==> src/rtl/onehot_mux_pipe_if.sv <==
// Stream-side bundle for onehot_mux_pipe: input beat, output beat and error status.
// The slave modport is the mux itself; master is whoever drives beats and drains output.
interface onehot_mux_pipe_if #(
  parameter int CHANNELS = 4,
  parameter int WIDTH    = 8,
  parameter int ERRCNT_W = 8
) ();
  localparam int CW = $clog2(CHANNELS);

  logic                      in_valid;
  logic                      in_ready;
  logic [CHANNELS-1:0]       sel;
  logic [CHANNELS*WIDTH-1:0] data;
  logic                      out_valid;
  logic                      out_ready;
  logic [WIDTH-1:0]          out_data;
  logic [CW-1:0]             out_chan;
  logic                      sel_err;
  logic [ERRCNT_W-1:0]       err_count;
  logic                      err_clr;

  modport master (
    output in_valid, sel, data, out_ready, err_clr,
    input  in_ready, out_valid, out_data, out_chan, sel_err, err_count
  );

  modport slave (
    input  in_valid, sel, data, out_ready, err_clr,
    output in_ready, out_valid, out_data, out_chan, sel_err, err_count
  );
endinterface

==> src/rtl/onehot_mux_pipe.sv <==
// Pipelined one-hot select mux with one registered output stage and illegal-select counting.
// Define ONEHOT_MUX_PRIORITY_EN to accept multi-bit selects (lowest index wins); only zero is illegal.
//
// state | meaning
// EMPTY | output register holds no beat, out_valid=0
// FULL  | output register holds a beat,  out_valid=1
module onehot_mux_pipe #(
  parameter int CHANNELS = 4,
  parameter int WIDTH    = 8,
  parameter int ERRCNT_W = 8
) (
  input logic              clk,
  input logic              rst,
  onehot_mux_pipe_if.slave bus
);
  localparam int CW = $clog2(CHANNELS);

  typedef enum logic {EMPTY = 1'b0, FULL = 1'b1} state_t;

  state_t              state;
  logic [WIDTH-1:0]    data_q;
  logic [CW-1:0]       chan_q;
  logic                sel_err_q;
  logic [ERRCNT_W-1:0] err_count_q;

  logic [CHANNELS-1:0] sel_eff;
  logic                legal;
  logic                accept;
  logic                in_ready;
  logic [WIDTH-1:0]    mux_data;
  logic [CW-1:0]       mux_chan;

`ifdef ONEHOT_MUX_PRIORITY_EN
  // Isolate the lowest set bit so the AND-OR mux below still sees a one-hot vector.
  assign sel_eff = bus.sel & (~bus.sel + CHANNELS'(1));
  assign legal   = |bus.sel;
`else
  assign sel_eff = bus.sel;
  assign legal   = (|bus.sel) & ~(|(bus.sel & (bus.sel - CHANNELS'(1))));
`endif

  assign in_ready = (state == EMPTY) | bus.out_ready;
  assign accept   = bus.in_valid & in_ready;

  always_comb begin
    mux_data = '0;
    mux_chan = '0;
    for (int i = 0; i < CHANNELS; i++) begin
      mux_data = mux_data | (bus.data[i*WIDTH +: WIDTH] & {WIDTH{sel_eff[i]}});
      mux_chan = mux_chan | (CW'(i) & {CW{sel_eff[i]}});
    end
  end

  always_ff @(posedge clk or posedge rst) begin
    if (rst) begin
      state       <= EMPTY;
      data_q      <= '0;
      chan_q      <= '0;
      sel_err_q   <= 1'b0;
      err_count_q <= '0;
    end else begin
      sel_err_q <= accept & ~legal;

      if (accept && legal) begin
        data_q <= mux_data;
        chan_q <= mux_chan;
        state  <= FULL;
      end else if (bus.out_ready) begin
        state <= EMPTY;
      end

      // A clear coinciding with an illegal beat still records that beat.
      if (bus.err_clr) begin
        err_count_q <= (accept && !legal) ? ERRCNT_W'(1) : '0;
      end else if (accept && !legal && err_count_q != '1) begin
        err_count_q <= err_count_q + ERRCNT_W'(1);
      end
    end
  end

  assign bus.in_ready  = in_ready;
  assign bus.out_valid = (state == FULL);
  assign bus.out_data  = data_q;
  assign bus.out_chan  = chan_q;
  assign bus.sel_err   = sel_err_q;
  assign bus.err_count = err_count_q;
endmodule

==> src/flat_wrapper.sv <==
// flat-port wrapper written by rule: the top's interface ports become plain ports
module onehot_mux_pipe_flat 
#(
  parameter int CHANNELS = 4,
  parameter int WIDTH    = 8,
  parameter int ERRCNT_W = 8
)
  (clk, rst, bus_in_valid, bus_sel, bus_data, bus_out_ready, bus_err_clr, bus_in_ready, bus_out_valid, bus_out_data, bus_out_chan, bus_sel_err, bus_err_count);
  onehot_mux_pipe_if #(.CHANNELS(CHANNELS), .WIDTH(WIDTH), .ERRCNT_W(ERRCNT_W)) bus_i ();
  input logic clk;
  input logic rst;
  input wire logic [$bits(bus_i.in_valid)-1:0] bus_in_valid;
  input wire logic [$bits(bus_i.sel)-1:0] bus_sel;
  input wire logic [$bits(bus_i.data)-1:0] bus_data;
  input wire logic [$bits(bus_i.out_ready)-1:0] bus_out_ready;
  input wire logic [$bits(bus_i.err_clr)-1:0] bus_err_clr;
  output wire logic [$bits(bus_i.in_ready)-1:0] bus_in_ready;
  output wire logic [$bits(bus_i.out_valid)-1:0] bus_out_valid;
  output wire logic [$bits(bus_i.out_data)-1:0] bus_out_data;
  output wire logic [$bits(bus_i.out_chan)-1:0] bus_out_chan;
  output wire logic [$bits(bus_i.sel_err)-1:0] bus_sel_err;
  output wire logic [$bits(bus_i.err_count)-1:0] bus_err_count;
  assign bus_i.in_valid = bus_in_valid;
  assign bus_i.sel = bus_sel;
  assign bus_i.data = bus_data;
  assign bus_i.out_ready = bus_out_ready;
  assign bus_i.err_clr = bus_err_clr;
  assign bus_in_ready = bus_i.in_ready;
  assign bus_out_valid = bus_i.out_valid;
  assign bus_out_data = bus_i.out_data;
  assign bus_out_chan = bus_i.out_chan;
  assign bus_sel_err = bus_i.sel_err;
  assign bus_err_count = bus_i.err_count;
  onehot_mux_pipe #(.CHANNELS(CHANNELS), .WIDTH(WIDTH), .ERRCNT_W(ERRCNT_W)) u_core (.clk(clk), .rst(rst), .bus(bus_i));
endmodule
==> config.mk <==
export PLATFORM = sky130hd
export DESIGN_NAME = onehot_mux_pipe_flat
export DESIGN_NICKNAME = d
export VERILOG_FILES = /design/src/rtl/onehot_mux_pipe_if.sv /design/src/rtl/onehot_mux_pipe.sv /design/src/flat_wrapper.sv
export SDC_FILE = /design/constraint.sdc
export NUM_CORES = 1
export LEC_CHECK = 0
export CAP_MARGIN = 20
export CORE_UTILIZATION = 33
export CTS_CLUSTER_DIAMETER = 30
export DETAILED_ROUTE_END_ITERATION = 8
export PLACE_DENSITY = 0.82
export SLEW_MARGIN = 25
export SYNTH_ARGS = -nofsm -noshare
export SYNTH_HDL_FRONTEND = slang
export SYNTH_SLANG_ARGS = --single-unit
==> constraint.sdc <==
create_clock -name clk -period 1.6 [get_ports clk]
set_input_delay 0.24 -clock clk [delete_from_list [all_inputs] [get_ports clk]]
set_output_delay 0.24 -clock clk [all_outputs]
set_load 0.1 [all_outputs]
Yosys cells after proc, flatten, opt, wreduce, memory -nomap -nowiden
Index checks and enable logic that the tools add are counted.
{ "classes": {"n_addsub": 2, "eq_ne": 1, "mux": 5, "bitwise_logic": 17, "n_reduce_logical": 8} }
{ "ops": {"columns": ["operator", "count"], "rows": [
  ["$and A8 B8 Y8", 4],
  ["$or A8 B8 Y8", 3],
  ["$mux W8", 2],
  ["$add A8 B1 Y8 const B", 1],
  ["$ne A8 B8 Y1 const B", 1],
  ["$reduce_or A4 Y1", 2],
  ["$and A4 B4 Y4", 1],
  ["$reduce_bool A2 Y1", 2],
  ["$sub A4 B1 Y4 const B", 1],
  ["$and A1 B1 Y1", 3],
  ["$logic_and A1 B1 Y1", 3],
  ["$mux W1", 3],
  ["$not A1 Y1", 3],
  ["$or A1 B2 Y2", 1],
  ["$or A2 B2 Y2", 1],
  ["$logic_not A1 Y1", 1],
  ["$or A1 B1 Y1", 1]
]} }
{ "word_totals": {"ff_bits": 20, "in_bits": 41, "output_inout_bits": 21, "word_cells": 38} }

Depth between registers and ports, before layout
Gate-level depths: netlist of the first run.
{ "depth": {"depth_word": 10, "depth_mapped": 6, "mapped_depth_nobuf": 5} }

Least setup slack after synthesis of the first run
OpenSTA, ideal clock, no wires.
{ "synth_timing": {"kind": "register -> register", "startpoint": "register u_core.state, in the netlist u_core.bus.out_valid", "endpoint": "register u_core.data_q[0], in the netlist u_core.bus.out_data[0]", "setup_time_ps": 126, "arrival_ps": 2873, "required_ps": 1474, "slack_ps": -1399, "stages_incl_launch_ff": 6, "path_buffers": 1, "period_less_slack_ps": 2999, "path_cell_list": "dfrtp_1 > nand2b_1 > nand2_1 > and2b_4 > buf_12 > mux2_4"} }
{ "synth_between": {"elab_chain_cells": 4} }
{ "synth_lines": {"columns": ["item", "line_no", "source"], "rows": [
  ["start, declared", "onehot_mux_pipe.sv:20", "state_t state;"],
  ["start signal, assigned", "onehot_mux_pipe.sv:56", "state <= EMPTY;"],
  ["start signal, assigned", "onehot_mux_pipe.sv:67", "state <= FULL;"],
  ["start signal, assigned", "onehot_mux_pipe.sv:69", "state <= EMPTY;"],
  ["$not A1 Y1", "onehot_mux_pipe.sv:42", "assign in_ready = (state == EMPTY) | bus.out_ready;"],
  ["$or A1 B1 Y1", "onehot_mux_pipe.sv:42", null],
  ["via bus_in_ready", "flat_wrapper.sv:17", "output wire logic [$bits(bus_i.in_ready)-1:0] bus_in_ready;"],
  ["$and A1 B1 Y1", "onehot_mux_pipe.sv:43", "assign accept = bus.in_valid & in_ready;"],
  ["$logic_and A1 B1 Y1", "onehot_mux_pipe.sv:64", "if (accept && legal) begin"],
  ["end signal, assigned", "onehot_mux_pipe.sv:65", "data_q <= mux_data;"],
  ["end, declared", "onehot_mux_pipe.sv:21", "logic [WIDTH-1:0] data_q;"]
]} }
The timed path passes the listed nets, and every way through them passes these cells.
A chain may end at the register's enable or synchronous reset.

Final worst setup path of the first run
{ "layout_timing": {"startpoint": "register u_core.err_count_q[1], in the netlist u_core.bus.err_count[1]", "endpoint": "register u_core.err_count_q[5], in the netlist u_core.bus.err_count[5]"} }
{ "layout_between": {"elab_chain_cells": 3} }
{ "layout_lines": {"columns": ["item", "line_no", "source"], "rows": [
  ["start, declared", "onehot_mux_pipe.sv:24", "logic [ERRCNT_W-1:0] err_count_q;"],
  ["start signal, assigned", "onehot_mux_pipe.sv:74", "err_count_q <= (accept && !legal) ? ERRCNT_W'(1) : '0;"],
  ["start signal, assigned", "onehot_mux_pipe.sv:76", "err_count_q <= err_count_q + ERRCNT_W'(1);"],
  ["$add A8 B1 Y8 / $ne A8 B8 Y1 (equally long branches)", "onehot_mux_pipe.sv:76, onehot_mux_pipe.sv:75", null],
  ["$mux W8 / $logic_and A1 B1 Y1 (equally long branches)", "onehot_mux_pipe.sv:75", "end else if (accept && !legal && err_count_q != '1) begin"],
  ["$mux W8 / $reduce_bool A2 Y1 (equally long branches)", null, null]
]} }
Several ways; a longest one is shown, not always the timed one. The select of a mux whose other input is x is not followed.

==> metrics.md, run 1 <==
| Metric | Value |
|---|---|
| Final hold violation count | 0 |
| Area leader, netlist | dfrtp_1 |
| Worst hold slack | 0.3139 ns |
| Core Region | 3442 sq um |
| Crit. End Element | flip-flop |
| Tmin final | 1.623 ns |
| Power Dens Cells | 1106 nW/um^2 |
| Setup TNS | -0.02282 ns |
| Area Growth Syn to Fin | 100.9% |
| R2r worst-path depth | 5 |
| Worst min path class | in2async |
| Number of setup violations in the final report | 1 |
| P_leak | 0.001040 uW |
| CTS HTree Levels | 1 |
| DR WL/cell | 15.22 um |
| Die Ht | 62.90 um |
| Post-Syn Nets | 156 |
| Initial antenna violation count | 0 |
| Rel. slew slack | 0.7686 |
| Non-filler instance count after layout | 245 |
| Via count | 1,269 |
| Fmax | 616.2 MHz |
| CP required | 1.80 ns |
| Clock Skews | 0.001795 ns |
| TritonRoute pass-1 iters | 4 |
| Largest net degree at the start of global routing | 21 |
| Clock Pin Slew Worst Setup and Hold Paths | 0.07 ns |
| Synth Cell Area | 1224 sq um |
| Vias per cell | 5.180 |
| Max IR drop VDD | 0.0007398 V |
| Crit Path Class | reg2reg |
| Number of nets in the layout | 242 |
| Antenna Nets Post-Route | 0 |
| Routability cong. | 0.8192 |
| Yosys cell types | 34 |
| Dpl cells | 235 |
| MaxCap Viol Count | 0 |
| Slew Viols, Final | 0 |
| Sequential-to-total area share from yosys stat | 0.4090 |
| Initial DRC count | 33 |
| Failing checks | negative setup slack |
| Root Buffer | clkbuf_8 |
| Worst slew pin tran | 0.3461 ns |
| Status | finished with violations |
| Max FO, Critical Path | 5 |
| Drt total wl | 3.728 mm |
| Clk_lat worst skew | 0.27 ns |
| Synth Area per Inst | 10.73 sq um |
| TritonCTS Buffers | 3 |
| Vias in the first global route | 1,382 |
| Clk buf depth | 2 |
| Startpoint types | flip-flop |
| Num rows | 21 |
| Gate Count Post-Synth | 114 |
| Most frequent cells in the layout | 36 x clkdlybuf4s50_1, 22 x buf_4, 21 x buf_12 |
| # IOs | 62 |
| Synth area leaders | dfrtp_1 41%, mux2_4 12%, a22oi_1 9.8%, nand2_1 4.6%, mux2i_1 2.5% |
| DRC | 0 |
| Post-synth top flop | dfrtp_1 |
| ANT cells | 0 |
| Dpl hpwl | 2.790 mm |
| Share of layout cells above drive strength 1 | 0.4673 |
| Full die area | 3956 sq um |
| Setup slack after layout | -0.02282 ns |
| First-pass GRT wire length | 6.272 mm |
| PortBufs | 61 |
| Worst EP arrival | 1.82 ns |
| Fin crit share | 1.014 |
| Die width | 62.90 um |
| EDFF count, synth | 0 |
| Sink Count | 20 |
| Unrepaired setup endpoints after global routing | yes |
| Synthesis-stage register bit count | 20 |
| Asr flop ratio synth | 1.000 |
| Most common cell after layout, fill and taps aside | clkdlybuf4s50_1 |
| Initial Util | 0.3555 |
| CTS tree | yes |
| Yosys warning total | 0 |
| Top cell type's share of synthesized area | 0.4090 |
| Grt ovf | 0 |
| GRT Total Usage | 0.2040 |
| Cts hold-fix bufs | 0 |
[routing by layer]
metal	global-route usage	wire length (um)	share of wire
met3	0.04745	295	0.079
met5	0	0	0
met1	0.2286	1398	0.38
met4	0.09593	93	0.025
met2	0.3602	1941	0.52
[kinds of logic after synthesis]
kind of cell / after synthesis / synth area share
buffers and inverters: 12 / 0.06646
adders and majority gates: 1 / 0.01022
and+or+nand+nor: 38 / 0.1616
muxes: 13 / 0.1472
DFF: 20 / 0.4090
AOI/OAI and AO/OA: 29 / 0.1922
xor gates and xnor gates: 1 / 0.01330
[repair_timing]
action	in CTS	in global routing
gates resized for setup	16	10
setup buffers	0	4
endpoints found under the setup margin	20	16
endpoints found under the hold margin	0	0
gates cloned	2	0
pin swaps	3	5
[area by class of cell]
type	instances	area, sq um
inverters	6	22.52
clock inverters	1	30.03
flip-flops and latches	20	524.3
fillers	221	983.4
clock buffers	3	41.29
well taps	46	57.56
repair buffers	86	1003
multi-input cells	83	779.5
[report_power, final]
group          switching, uW  internal [uW]  total (uW)
clock                    175            335         510
sequential               114            601         714
combinational            876            619        1490
[cells in the mapped netlist, drive strengths merged, types with 2 or more instances]
master	number
or4	2
nor3	2
nor4	2
o31ai	2
a21oi	3
o2111ai	2
mux2i	3
nor2	6
or4b	2
buf	5
mux2	10
dfrtp	20
o21a	2
nand2	15
nand3	2
a22oi	16
nand2b	2
inv	6
[final timing paths]
check / endpoint / start / slack, ns
max: u_core.bus.err_count[5]$_DFFE_PP0P_ / u_core.bus.err_count[1]$_DFFE_PP0P_ / -0.02
min: u_core.bus.err_count[5]$_DFFE_PP0P_ / rst / 0.31
max reg2reg: u_core.bus.err_count[5]$_DFFE_PP0P_ / u_core.bus.err_count[1]$_DFFE_PP0P_ / -0.02
min reg2reg: u_core.bus.out_chan[1]$_DFFE_PP0P_ / u_core.bus.out_chan[1]$_DFFE_PP0P_ / 0.57
max in group asynchronous: u_core.bus.err_count[0]$_DFFE_PP0P_ / rst / 1.06
min in group clk: u_core.bus.out_chan[1]$_DFFE_PP0P_ / bus_sel[2] / 0.48
[state kept, by name, summed over array words and instances (netlist names)]
register	count
u_core.bus.sel_err	1
u_core.bus.out_valid	1
u_core.bus.err_count	8
u_core.bus.out_chan	2
u_core.bus.out_data	8
[critical path, stage by stage (launching register included)]
cell,delay (ns)
dfrtp_4,0.50
ha_4,0.18
nand3_4,0.12
o2111ai_2,0.17
or4_4,0.45
a21oi_2,0.13
[metrics by stage]
stage	total power [uW]	util	worst slack, ns	area (sq um)
after floorplan	1568	-	-0.2780	1308
after global placement	2168	0.6616	-0.5757	2277
after detailed placement	2195	0.6616	-0.6503	2277
after CTS	2715	0.7008	-0.0009064	2412
after global routing	2799	0.7143	-0.08449	2459
final	2719	0.7143	-0.02282	2459
Note: power is estimated with default switching activity, not from simulation.
==> run 2, diff against run 1 <==
--- a/config.mk
+++ b/config.mk
@@ -6,9 +6,11 @@
 export NUM_CORES = 1
 export LEC_CHECK = 0
 export CAP_MARGIN = 20
+export CORE_ASPECT_RATIO = 1.25
 export CORE_UTILIZATION = 33
 export CTS_CLUSTER_DIAMETER = 30
 export DETAILED_ROUTE_END_ITERATION = 8
+export MAX_ROUTING_LAYER = met4
 export PLACE_DENSITY = 0.82
 export SLEW_MARGIN = 25
 export SYNTH_ARGS = -nofsm -noshare
==> run 2 against run 1 <==
Net effect: the flow still finishes with violations (negative setup slack); combinational power hardly changed; die area barely moved; non-clock buffer count down 3; sequential cell count stayed put.
==> metrics.md, run 2 (synthesis results as in run 1) <==
| Metric | Value |
|---|---|
| Antenna Nets Post-Route | 0 (unchanged) |
| Power Dens Cells | 1067 nW/um^2 (-3.5%) |
| Largest delay share family, worst path | simple AND/OR/NAND/NOR gates |
| Clk_lat worst skew | 0.26 ns (about the same) |
| Startpoint types | flip-flop |
| TritonCTS Buffers | 3 (unchanged) |
| Rel. slew slack | 0.7506 (-0.01792) |
| GR peak layer | met2 |
| Filler instances | 254 (+15%) |
| Die Ht | 70.08 um (+11%) |
| DR WL/cell | 14.87 um (-2.3%) |
| Grt ovf | 0 (unchanged) |
| Core Region | 3513 sq um (+2.1%) |
| Failing checks | negative setup slack |
| Final hold violation count | 0 (unchanged) |
| Initial Util | 0.3483 (-0.007217) |
| Full die area | 3957 sq um (about the same) |
| First-pass GRT wire length | 5.885 mm (-6.2%) |
| Number of setup violations in the final report | 3 (+2) |
| CP Buf/Inv Count | 0 (unchanged) |
| Met2 GRT Util | 0.3686 (+0.008412) |
| Met1 usage | 0.1840 (-0.04461) |
| Worst slew pin tran | 0.3706 ns (+0.02449 ns) |
| Most common cell after layout, fill and taps aside | clkdlybuf4s50_1 |
| Area Growth Syn to Fin | 94.48% |
| Vias per cell | 5.366 (+3.6%) |
| PortBufs | 61 (unchanged) |
| CTS HTree Levels | 1 (unchanged) |
| Crit. End Element | flip-flop |
| Clk buf depth | 2 (unchanged) |
| Met3 GRT Util | 0.04259 (-0.004853) |
| Setup slack after layout | -0.04156 ns (-0.01874 ns) |
| CTS tree | yes |
| ANT cells | 0 (unchanged) |
| Die width | 56.47 um (-10%) |
| MaxCap Viol Count | 0 (unchanged) |
| GRT Total Usage | 0.1963 (-0.007754) |
| Fmax | 609.2 MHz (-1.1%) |
| Sink Count | 20 (unchanged) |
| Dpl cells | 228 (-3.0%) |
| Worst hold slack | 0.3024 ns (-0.01148 ns) |
| Number of nets in the layout | 239 (-1.2%) |
| Root Buffer | clkbuf_8 |
| Largest stage delay on the critical path | 0.50 ns (about the same) |
| DP Worst Slack | -0.5926 ns (+0.05772 ns) |
| Clock Skews | 0.002713 ns (+0.0009184 ns) |
| Unrepaired setup endpoints after global routing | yes |
| Share of layout cells above drive strength 1 | 0.4235 (-0.04387) |
| Slew Viols, Final | 0 (unchanged) |
| Tmin final | 1.642 ns (+0.01874 ns) |
| Most frequent cells in the layout | 36 x clkdlybuf4s50_1, 21 x buf_12, 20 x buf_4 |
| Routability cong. | 0.8144 (-0.59%) |
| Crit path max-delay cell type | dfrtp_4 |
| Design Power | 2539 uW (-6.6%) |
| Status | finished with violations |
| Crit Path Class | reg2reg |
| TritonRoute pass-1 iters | 4 (unchanged) |
| Via count | 1,261 (-0.63%) |
| Drt total wl | 3.494 mm (-6.3%) |
| Worst EP arrival | 1.82 ns (about the same) |
| Num rows | 24 (+14%) |
| P_leak | 0.001012 uW (-2.7%) |
| Max IR drop VDD | 0.001200 V (+62%) |
| Max FO, Critical Path | 5 (unchanged) |
| Initial DRC count | 13 (-61%) |
| Non-filler instance count after layout | 235 (-4.1%) |
| Worst min path class | in2async |
| Initial antenna violation count | 0 (unchanged) |
| Clock Pin Slew Worst Setup and Hold Paths | 0.07 ns (about the same) |
| CP required | 1.78 ns (-0.02 ns) |
| Placed cell areas | 2268 sq um (-0.38%) |
| Dpl hpwl | 2.733 mm (-2.0%) |
| DRC | 0 (unchanged) |
| Fin crit share | 1.026 (+0.01171) |
| Largest net degree at the start of global routing | 21 (unchanged) |
| Vias in the first global route | 1,334 (-3.5%) |
| # IOs | 62 (unchanged) |
| Cell Chain, Critical Path | ha_4 > nand3_4 > o2111ai_1 > or4_1 > a21oi_2 |
| Design area | 2380 sq um (-3.2%) |
## run 2: cell count changes in the layout (fill, tap and decap cells not counted), moves of 2 or more
cell   delta
or4_4     -2
buf_4     -2
buf_2     -2
or4_1     +2
## run 2: what timing repair did
| item | CTS | global route |
|---|---|---|
| hold buffers | 0 | 0 |
| buffers inserted | 1 | 1 |
| resized for setup | 14 | 3 |
| cloned | 1 | 0 |
| pin swaps | 3 | 3 |
| endpoints found under the setup margin | 20 | 7 |
## run 2: where the power goes
part	switching, uW	leakage, uW	internal (uW)	total [uW]
Combinational	870	0.000761	614	1480
Sequential	114	0.000228	601	714
Clock	164	0.0000228	177	341
Total	1150	0.00101	1390	2540
## run 2: routing by layer
metal	share of wire	wire, um	vias to the layer above
li1	-	-	595
met1	0.34	1185	597
met2	0.56	1961	60
met3	0.073	256	9
met4	0.026	90	0
met5	0	0	-
## run 2: metrics by stage
stage	TNS, ns	util
finish	-0.06561	0.6774
global route	-0.3695	0.6774
CTS	-0.005419	0.6724
floorplan	-3.773	-
detailed placement	-10.69	0.6457
global placement	-9.733	0.6457
## run 2: path summary, 6_finish.rpt
check,from,end,slack (ns),cells past startpoint
setup reg to reg,u_core.bus.err_count[1]$_DFFE_PP0P_,u_core.bus.err_count[5]$_DFFE_PP0P_,-0.04,5
hold / removal,rst,u_core.bus.out_valid$_DFFE_PP0P_,0.30,3
max in group asynchronous,rst,u_core.bus.err_count[6]$_DFFE_PP0P_,1.07,3
min in group clk,u_core.bus.out_chan[0]$_DFFE_PP0P_,u_core.bus.out_chan[0]$_DFFE_PP0P_,0.57,2
setup / recovery,u_core.bus.err_count[1]$_DFFE_PP0P_,u_core.bus.err_count[5]$_DFFE_PP0P_,-0.04,5
hold reg to reg,u_core.bus.out_chan[0]$_DFFE_PP0P_,u_core.bus.out_chan[0]$_DFFE_PP0P_,0.57,2
## run 2: area by class of cell
type / instances / area (sq um) / share of cell area
Sequential cell: 20 / 524.3 / 0.2203
Inverter: 6 / 22.52 / 0.009464
Tap cell: 39 / 48.80 / 0.02050
Clock buffer: 4 / 45.04 / 0.01893
Multi-Input combinational cell: 83 / 745.7 / 0.3134
Timing Repair Buffer: 83 / 993.5 / 0.4175
## run 2: worst min-delay path: stages
cell             delay, ns
clkdlybuf4s50_1       0.39
inv_1                 0.05
buf_4                 0.26
==> run 3, diff against run 2 <==
--- a/config.mk
+++ b/config.mk
@@ -16,3 +16,4 @@
 export SYNTH_ARGS = -nofsm -noshare
 export SYNTH_HDL_FRONTEND = slang
 export SYNTH_SLANG_ARGS = --single-unit
+export TNS_END_PERCENT = 30
==> run 3 against run 2 <==
Net effect: the flow now finishes without violations; clock skew down 0.0013 ns; first-iteration DRC count rose to 2.8 times the previous value; worst setup slack better by 0.045 ns; core utilization unchanged; clock power up 13%; largest power group unchanged.
==> metrics.md, run 3 (synthesis results as in run 1) <==
| Metric | Value |
|---|---|
| Clock Skews | 0.001454 ns (-0.001259 ns) |
| Design Power | 2575 uW (+1.4%) |
| Final hold violation count | 0 (unchanged) |
| Drt total wl | 3.584 mm (+2.6%) |
| Max IR drop VDD | 0.0008840 V (-26%) |
| Filler instances | 255 (+0.39%) |
| Placed cell areas | 2235 sq um (-1.5%) |
| Startpoint types | flip-flop |
| Slew Viols, Final | 0 (unchanged) |
| R2r worst-path depth | 5 (unchanged) |
| Core Region | 3513 sq um (unchanged) |
| Die Ht | 70.08 um (unchanged) |
| Power Dens Cells | 1082 nW/um^2 (+1.4%) |
| MaxCap Viol Count | 0 (unchanged) |
| Fmax | 626.4 MHz (+2.8%) |
| Status | finished clean |
| Initial antenna violation count | 0 (unchanged) |
| TritonCTS Buffers | 3 (unchanged) |
| PortBufs | 61 (unchanged) |
| TritonRoute pass-1 iters | 6 (+2) |
| GRT Total Usage | 0.1917 (-0.004606) |
| DRC | 0 (unchanged) |
| Crit. End Element | flip-flop |
| Crit. Startpoint | u_core.bus.err_count[1]$_DFFE_PP0P_ |
| Vias in the first global route | 1,292 (-3.1%) |
| Worst slew pin tran | 0.3619 ns (-0.008771 ns) |
| Worst EP arrival | 1.78 ns (-0.04 ns) |
| Most common cell after layout, fill and taps aside | clkdlybuf4s50_1 |
| Number of nets in the layout | 240 (+0.42%) |
| Largest net degree at the start of global routing | 21 (unchanged) |
| Grt ovf | 0 (unchanged) |
| Via count | 1,270 (+0.71%) |
| CTS HTree Levels | 1 (unchanged) |
| Fin crit share | 0.9977 (-0.02825) |
| Initial Util | 0.3483 (unchanged) |
| Crit Path Class | reg2reg |
| Unrepaired setup endpoints after global routing | yes |
| FF+latch area | 519.2 sq um (-0.95%) |
| Setup slack after layout | 0.003638 ns (+0.04519 ns) |
| Full die area | 3957 sq um (unchanged) |
| Clock Pin Slew Worst Setup and Hold Paths | 0.07 ns (about the same) |
| ANT cells | 0 (unchanged) |
| First-pass GRT wire length | 5.802 mm (-1.4%) |
| Dpl hpwl | 2.738 mm (+0.19%) |
| Root Buffer | clkbuf_8 |
| Max FO, Critical Path | 4 (-1) |
| Initial DRC count | 37 (+24) |
| Tmin final | 1.596 ns (-0.04519 ns) |
| P_leak | 0.001015 uW (+0.32%) |
| Worst hold slack | 0.3065 ns (+0.004140 ns) |
| Num rows | 24 (unchanged) |
| Worst min path class | in2async |
| CTS tree | yes |
| Routability cong. | 0.8276 (+1.6%) |
| Rel. slew slack | 0.7580 (+0.007407) |
| Antenna Nets Post-Route | 0 (unchanged) |
| Cts hold-fix bufs | 0 (unchanged) |
| Die width | 56.47 um (unchanged) |
| Clk buf depth | 2 (unchanged) |
| Multi-input logic area | 744.5 sq um (-0.17%) |
| Share of layout cells above drive strength 1 | 0.4467 (+0.02323) |
| Area Growth Syn to Fin | 94.48% (unchanged) |
| DP Worst Slack | -0.6161 ns (-0.02354 ns) |
| Most frequent cells in the layout | 36 x clkdlybuf4s50_1, 21 x buf_4, 21 x buf_12 |
| Design area | 2380 sq um (unchanged) |
| Sink Count | 20 (unchanged) |
| CP required | 1.78 ns (about the same) |
| Vias per cell | 5.381 (+0.29%) |
| Clk_lat worst skew | 0.26 ns (about the same) |
| DR WL/cell | 15.19 um (+2.1%) |
| # IOs | 62 (unchanged) |
| Origin of the critical flop-to-flop path | u_core.bus.err_count[1]$_DFFE_PP0P_ |
| Number of setup violations in the final report | 0 (-3) |
run 3: changes by cell type in the layout (fill, tap and decap cells not counted), moves of 2 or more:
cell,before,now
clkdlybuf4s15_2,2,0
dfrtp_2,4,6
nor4_2,0,2
dfrtp_4,5,3
o2111ai_2,0,2
run 3: area by class of cell:
| class | instances | area share |
|---|---|---|
| timing repair buffer | 84 | 0.4159 |
| multi-input combinational | 83 | 0.3128 |
| sequential | 20 | 0.2182 |
| clock buffer | 4 | 0.02313 |
| tap | 39 | 0.02050 |
| inverter | 6 | 0.009464 |
run 3: worst paths after layout:
path,to,slack (ns)
max,u_core.bus.err_count[5]$_DFFE_PP0P_,0.004
min,u_core.bus.out_data[2]$_DFFE_PP0P_,0.31
max reg2reg,u_core.bus.err_count[5]$_DFFE_PP0P_,0.004
min reg2reg,u_core.bus.out_chan[1]$_DFFE_PP0P_,0.57
max in group asynchronous,u_core.bus.out_valid$_DFFE_PP0P_,1.06
min in group clk,u_core.bus.out_chan[1]$_DFFE_PP0P_,0.50
run 3: worst max-delay path: stages (launching register included):
cell and delay (ns):
dfrtp_4 0.49, ha_4 0.18, nand3_4 0.11, o2111ai_2 0.16
or4_1 0.43, a21oi_1 0.15
run 3: timing repair:
action / CTS / global route
gates resized for setup: 15 / 10
setup buffers: 0 / 2
cloned: 1 / 0
endpoints found under the setup margin: 20 / 15
pin swaps: 3 / 5
run 3: layer usage:
layer,global-route usage,share of wire,wire (um),vias up
li1,-,-,-,593
met1,0.1927,0.34,1224,588
met2,0.3490,0.54,1939,82
met3,0.04815,0.097,348,7
met4,0.07317,0.020,71,0
met5,-,0,0,-
run 3: stage by stage:
| stage | util | cells | setup TNS [ns] |
|---|---|---|---|
| after global routing | 0.6774 | 236 | -0.1125 |
| final | 0.6774 | 236 | 0 |
| after detailed placement | 0.6360 | 229 | -10.99 |
| after floorplan | - | 114 | -3.972 |
| after CTS | 0.6663 | 234 | -0.005766 |
| after global placement | 0.6360 | 229 | -9.480 |
run 3: report_power, final:
part	total [uW]	switching (uW)	internal, uW	leakage [uW]
registers	707	106	601	0.000229
logic	1480	874	610	0.000758
clock network	384	165	219	0.0000288
total	2580	1150	1430	0.00102
